==> src/rtl/scc_access_ctl.sv <==
// Z8530 SCC bus sequencer: turns CPU register requests and a boot init table into
// timed CE_n/RD_n/WR_n cycles, inserting WR0 pointer writes and recovery gaps.
module scc_access_ctl #(
    parameter int unsigned STROBE_CYCLES   = 4,
    parameter int unsigned RECOVERY_CYCLES = 6,
    parameter int unsigned INIT_LEN        = 8
) (
    input  logic        clk,
    input  logic        reset_n,
    input  logic        cpu_req,
    input  logic        cpu_we,
    input  logic        cpu_data,
    input  logic        cpu_chan,
    input  logic [3:0]  cpu_reg,
    input  logic [7:0]  cpu_wdata,
    output logic [7:0]  cpu_rdata,
    output logic        cpu_ack,
    input  logic        init_start,
    output logic        init_busy,
    output logic [7:0]  init_addr,
    input  logic [12:0] init_entry,
    output logic        scc_ce_n,
    output logic        scc_rd_n,
    output logic        scc_wr_n,
    output logic        scc_ab_n,
    output logic        scc_dc_n,
    output logic [7:0]  scc_d_out,
    output logic        scc_d_oe,
    input  logic [7:0]  scc_d_in
);

    localparam int unsigned SW = (STROBE_CYCLES > 1) ? $clog2(STROBE_CYCLES) : 1;
    localparam int unsigned RW = $clog2(RECOVERY_CYCLES + 1);

    typedef enum logic [2:0] {
        S_IDLE,
        S_INIT_ADDR,
        S_INIT_LOAD,
        S_SETUP,
        S_STROBE,
        S_HOLD,
        S_PTR_RECOV
    } state_t;

    state_t        r_state;
    state_t        w_next;

    logic [SW-1:0] r_scnt;
    logic [RW-1:0] r_recov;
    logic          r_we;
    logic          r_dport;
    logic          r_chan;
    logic [3:0]    r_reg;
    logic [7:0]    r_wdata;
    logic [7:0]    r_rdata;
    logic          r_ptr_phase;
    logic          r_is_init;
    logic          r_init_busy;
    logic          r_init_pend;
    logic [7:0]    r_init_addr;

    logic          w_recov_done;
    logic          w_strobe_last;
    logic          w_init_last;
    logic          w_init_go;
    logic          w_accept_init;
    logic          w_accept_cpu;
    logic          w_write;
    logic [7:0]    w_wbyte;

    logic          w_ce_n;
    logic          w_rd_n;
    logic          w_wr_n;
    logic          w_ab_n;
    logic          w_dc_n;
    logic [7:0]    w_d_out;
    logic          w_d_oe;
    logic          w_ack;

    // Counter reaches zero on the edge into SETUP, so SETUP is allowed when it reads 1 or 0.
    assign w_recov_done  = (r_recov <= RW'(1));
    assign w_strobe_last = (r_scnt == SW'(STROBE_CYCLES - 1));
    assign w_init_last   = (r_init_addr == 8'(INIT_LEN - 1));
    assign w_init_go     = r_init_pend | (init_start & ~r_init_busy);
    assign w_accept_init = (r_state == S_IDLE) & w_recov_done & w_init_go;
    assign w_accept_cpu  = (r_state == S_IDLE) & w_recov_done & ~w_init_go & cpu_req & ~r_init_busy;
    assign w_write       = r_ptr_phase | r_we;
    assign w_wbyte       = r_ptr_phase ? {4'h0, r_reg} : r_wdata;

    always_ff @(posedge clk or negedge reset_n) begin
        if (!reset_n) begin
            r_state <= S_IDLE;
        end else begin
            r_state <= w_next;
        end
    end

    always_comb begin
        w_next = r_state;
        case (r_state)
            S_IDLE: begin
                if (w_accept_init) begin
                    w_next = S_INIT_ADDR;
                end else if (w_accept_cpu) begin
                    w_next = S_SETUP;
                end
            end
            S_INIT_ADDR: w_next = S_INIT_LOAD;
            S_INIT_LOAD: begin
                if (w_recov_done) begin
                    w_next = S_SETUP;
                end
            end
            S_SETUP:     w_next = S_STROBE;
            S_STROBE: begin
                if (w_strobe_last) begin
                    w_next = S_HOLD;
                end
            end
            S_HOLD: begin
                if (r_ptr_phase) begin
                    w_next = S_PTR_RECOV;
                end else if (r_is_init && !w_init_last) begin
                    w_next = S_INIT_ADDR;
                end else begin
                    w_next = S_IDLE;
                end
            end
            S_PTR_RECOV: begin
                if (w_recov_done) begin
                    w_next = S_SETUP;
                end
            end
            default:     w_next = S_IDLE;
        endcase
    end

    always_comb begin
        w_ce_n  = 1'b1;
        w_rd_n  = 1'b1;
        w_wr_n  = 1'b1;
        w_ab_n  = 1'b1;
        w_dc_n  = 1'b0;
        w_d_out = '0;
        w_d_oe  = 1'b0;
        w_ack   = 1'b0;
        case (r_state)
            S_SETUP, S_STROBE, S_HOLD: begin
                w_ce_n  = 1'b0;
                w_ab_n  = ~r_chan;
                w_dc_n  = r_dport;
                w_d_out = w_write ? w_wbyte : 8'h00;
                w_d_oe  = w_write;
                if (r_state == S_STROBE) begin
                    w_rd_n = w_write;
                    w_wr_n = ~w_write;
                end
                if (r_state == S_HOLD) begin
                    w_ack = ~r_ptr_phase & ~r_is_init;
                end
            end
            default: ;
        endcase
    end

    always_ff @(posedge clk or negedge reset_n) begin
        if (!reset_n) begin
            r_scnt      <= '0;
            r_recov     <= '0;
            r_we        <= 1'b0;
            r_dport     <= 1'b0;
            r_chan      <= 1'b0;
            r_reg       <= '0;
            r_wdata     <= '0;
            r_rdata     <= '0;
            r_ptr_phase <= 1'b0;
            r_is_init   <= 1'b0;
            r_init_busy <= 1'b0;
            r_init_pend <= 1'b0;
            r_init_addr <= '0;
        end else begin
            if (r_state == S_STROBE) begin
                r_scnt <= r_scnt + 1'b1;
            end else begin
                r_scnt <= '0;
            end

            if (r_state == S_HOLD) begin
                r_recov <= RW'(RECOVERY_CYCLES);
            end else if (r_recov != '0) begin
                r_recov <= r_recov - 1'b1;
            end

            if (w_accept_init) begin
                r_init_busy <= 1'b1;
                r_init_addr <= '0;
                r_init_pend <= 1'b0;
            end else if (init_start && !r_init_busy) begin
                r_init_pend <= 1'b1;
            end

            if (w_accept_cpu) begin
                r_we        <= cpu_we;
                r_dport     <= cpu_data;
                r_chan      <= cpu_chan;
                r_reg       <= cpu_reg;
                r_wdata     <= cpu_wdata;
                r_is_init   <= 1'b0;
                r_ptr_phase <= ~cpu_data & (cpu_reg != 4'd0);
            end

            // Entry is re-sampled every clock while waiting out recovery; the ROM holds it stable.
            if (r_state == S_INIT_LOAD) begin
                r_we        <= 1'b1;
                r_dport     <= 1'b0;
                r_chan      <= init_entry[12];
                r_reg       <= init_entry[11:8];
                r_wdata     <= init_entry[7:0];
                r_is_init   <= 1'b1;
                r_ptr_phase <= (init_entry[11:8] != 4'd0);
            end

            if (r_state == S_STROBE && w_strobe_last && !w_write) begin
                r_rdata <= scc_d_in;
            end

            if (r_state == S_HOLD) begin
                if (r_ptr_phase) begin
                    r_ptr_phase <= 1'b0;
                end else if (r_is_init) begin
                    if (w_init_last) begin
                        r_init_busy <= 1'b0;
                    end else begin
                        r_init_addr <= r_init_addr + 8'd1;
                    end
                end
            end
        end
    end

    assign scc_ce_n  = w_ce_n;
    assign scc_rd_n  = w_rd_n;
    assign scc_wr_n  = w_wr_n;
    assign scc_ab_n  = w_ab_n;
    assign scc_dc_n  = w_dc_n;
    assign scc_d_out = w_d_out;
    assign scc_d_oe  = w_d_oe;
    assign cpu_ack   = w_ack;
    assign cpu_rdata = r_rdata;
    assign init_busy = r_init_busy;
    assign init_addr = r_init_addr;

endmodule

==> config.mk <==
export PLATFORM = sky130hd
export DESIGN_NAME = scc_access_ctl
export DESIGN_NICKNAME = d
export VERILOG_FILES = /design/src/rtl/scc_access_ctl.sv
export SDC_FILE = /design/constraint.sdc
export NUM_CORES = 1
export LEC_CHECK = 0
export ABC_AREA = 1
export BUFFER_PORTS_ARGS = -buffer_cell sky130_fd_sc_hd__buf_2
export CAP_MARGIN = 15
export CORE_UTILIZATION = 30
export DETAILED_ROUTE_END_ITERATION = 6
export HOLD_SLACK_MARGIN = 0.1
export RECOVER_POWER = 25
export SKIP_LAST_GASP = 1
export SYNTH_ARGS = -nofsm -noshare
export SYNTH_HDL_FRONTEND = slang
export SYNTH_SLANG_ARGS = --single-unit
==> constraint.sdc <==
create_clock -name clk -period 3.55 [get_ports clk]
set_input_delay 0.71 -clock clk [delete_from_list [all_inputs] [get_ports clk]]
set_output_delay 0.71 -clock clk [all_outputs]
set_load 0.01 [all_outputs]
==> impl_metrics.py <==
metrics = {
    "worst_setup_path": {
        "crit_path_max_fanout": 8,
        "cp-end-kind": "output port",
        "crit_type": "register to output port",
        "cp.arrival_ns": 2.06,
        "start_kind": "register",
        "critical_path_required_ns": 2.84,
    },
    "clock_network": {
        "hold_buffers": 0,
        "postCtsSetupRepairBufs": 0,
        "ctsRootBufferMaster": "clkbuf_8",
        "ctsResizeCount": 0,
        "clock_latency_ns": 0.30,
        "cts_buffer_depth": 2,
        "clk_pin_slew_worst_paths_ns": 0.08,
        "cts_sinks": 43,
        "cts_tree": "yes",
        "numCtsBuffers": 5,
        "htree_levels": 2,
    },
    "synth": {
        "postSynthAreaPerCell_um2": 7.55,
        "synthCells": 323,
        "ys_types": 33,
        "synth_area_mm2": 0.00244,
        "yosysTopAreaCellShare_pct": 44.1,
        "synth_ff_type": "dfrtp_1",
        "post-synth-top-area-cell": "dfrtp_1",
        "synth_nets": 368,
        "async_reset_ff_share_pct": 100,
        "yosysSeqAreaShare_pct": 44.1,
        "synth_edf_count": 0,
        "yosysWarnings": 0,
        "ys_seq_elements": 43,
        "ys_top_cells_by_area": "dfrtp_1 (44%), nand2_1 (13%), inv_1 (6.8%)",
    },
    "layout": {
        "num_antenna_cells": 0,
        "nNetsFinal": 440,
        "drive_above_1_share_pct": 24.2,
        "finalNonFillerCells": 498,
        "mostFrequentLayoutCells": "nand2_1 (86), buf_2 (70), inv_1 (44)",
        "area_growth_syn_to_layout_pct": 21.1,
        "final_common_cell": "nand2_1",
        "nFillCells": 862,
        "final_area_mm2": 0.00295,
        "fin_util_pct": 37.8,
    },
    "sta": {
        "min_period_ns": 2.77,
        "postLayoutSetupSlackWorst_ns": 0.783,
        "drv_slew": 44,
        "fmax_ghz": 0.361,
        "fin_worst_skew_ns": 0.00154,
        "period_share_pct": 77.9,
        "tightest_slew_ns": 2.26,
        "rsz0062_at_grt": "false",
        "setup_violations": 0,
        "finalSetupTns_ns": 0,
        "maxSlewHeadroom_pct": -50.8,
        "final_hold_viol_count": 0,
    },
    "place": {
        "finalWeightedCongestion": 0.788,
        "dp.cells": 490,
        "placed_area_mm2": 0.00287,
        "portBuffers": 71,
        "dp_hpwl_um": 4210,
        "place_ws_ns": 1.46,
    },
    "global_routing": {
        "grt_max_degree": 44,
        "grt_pass1_wl_um": 9380,
        "grt_overflow": 0,
        "grtUsageTotal_pct": 13.9,
        "antenna_found_initial": 0,
        "first_global_vias": 2112,
    },
    "drt": {
        "vias": 2261,
        "viasPerCell": 4.54,
        "wirelength_um": 5520,
        "antenna_left": 0,
        "drtIter0Drc": 73,
        "wl_per_cell_um": 11.1,
        "first_pass_iters": 4,
        "post-route-drc-count": 0,
    },
    "run": {
        "drv_cap": 1,
    },
    "die": {
        "die_area_mm2": 0.00849,
        "core_area_mm2": 0.00781,
        "rows": 32,
        "initial_core_util_pct": 31.2,
        "dieWidth_um": 92.1,
        "die-height_um": 92.1,
        "ios": 72,
    },
    "outcome": {
        "status": "complete, but fails checks",
        "violations": "capacitance limit, slew limit",
    },
    "power": {
        "power_density_mw_per_mm2": 704,
        "leakagePower_nw": 1.60,
        "vdd_ir_drop_max_v": 0.000240,
    },
    "min_path": {
        "hp-class": "register to register",
    },
}
[worst max-delay path, cell delays in order, from the launching register on]
cell and delay [ns]:
dfrtp_1 0.40, inv_1 0.12, nand2_1 0.09, nor2_1 0.49, inv_1 0.25, nor3_1 0.24, buf_2 0.18
[layer usage]
metal	vias to the layer above	wire length (um)	part of all wire [%]	GRT usage [%]
met3	8	293	5.3	3.32
met4	0	68	1.2	4.30
met5	-	0	0	0
met2	61	2590	47	23.3
li1	1164	-	-	-
met1	1028	2570	47	17.6
[synth_stat cells, types with 2 or more instances]
cell,count
a21oi_1,13
buf_6,3
clkinv_2,2
dfrtp_1,43
ha_1,5
inv_1,44
inv_2,2
nand2_1,85
nand2_2,2
nand2_4,4
nand3_1,18
nor2_1,39
nor2_2,2
nor2_4,3
nor3_1,6
o211ai_1,2
o21ai_0,20
o21ai_1,13
o21bai_1,2
or2_2,2
[cell families (layout without fill, tap and decap cells)]
logic type                 count (synthesis)  count (layout)  synth area share [%]
AOI/OAI and AO/OA                         54              54                  12.1
and+or+nand+nor                          166             166                  31.3
xor gates and xnor gates                   1               1                 0.359
buffers and inverters                     54             127                  9.55
adders and majority gates                  5               5                  2.57
DFF                                       43              43                  44.1
[where the power goes]
| part | switching (W) | internal, W |
|---|---|---|
| registers | 0.000127 | 0.000657 |
| clock network | 0.000171 | 0.000177 |
| logic | 0.000608 | 0.000339 |
[final timing paths]
path	startpoint	endpoint	slack (ns)	cells past startpoint
max in group asynchronous	reset_n	cpu_rdata[7]	1.19	1
min in group asynchronous	reset_n	init_addr[7]	1.08	1
min reg2reg	r_scnt[0]	r_scnt[0]	0.44	1
max reg2reg	r_state[1]	r_recov[1]	1.80	7
max	r_state[1]	cpu_ack	0.78	6
min	r_scnt[0]	r_scnt[0]	0.44	1
[per-stage QoR]
step	power [W]	hold WS (ns)
floorplan	0.00152	0.410
global placement	0.00175	0.421
detailed placement	0.00177	0.428
CTS	0.00212	0.442
global route	0.00228	0.488
finish	0.00208	0.440
[cell type report]
cell class	count	area (um2)	share of cell area [%]
clock buffers	7	96.3	3.26
clock inverters	1	7.51	0.254
inverters	48	183	6.19
multi-input cells	226	1110	37.5
flip-flops and latches	43	1080	36.5
well taps	102	128	4.32
repair buffers	71	354	12.0
(Power assumes the default switching activity.)
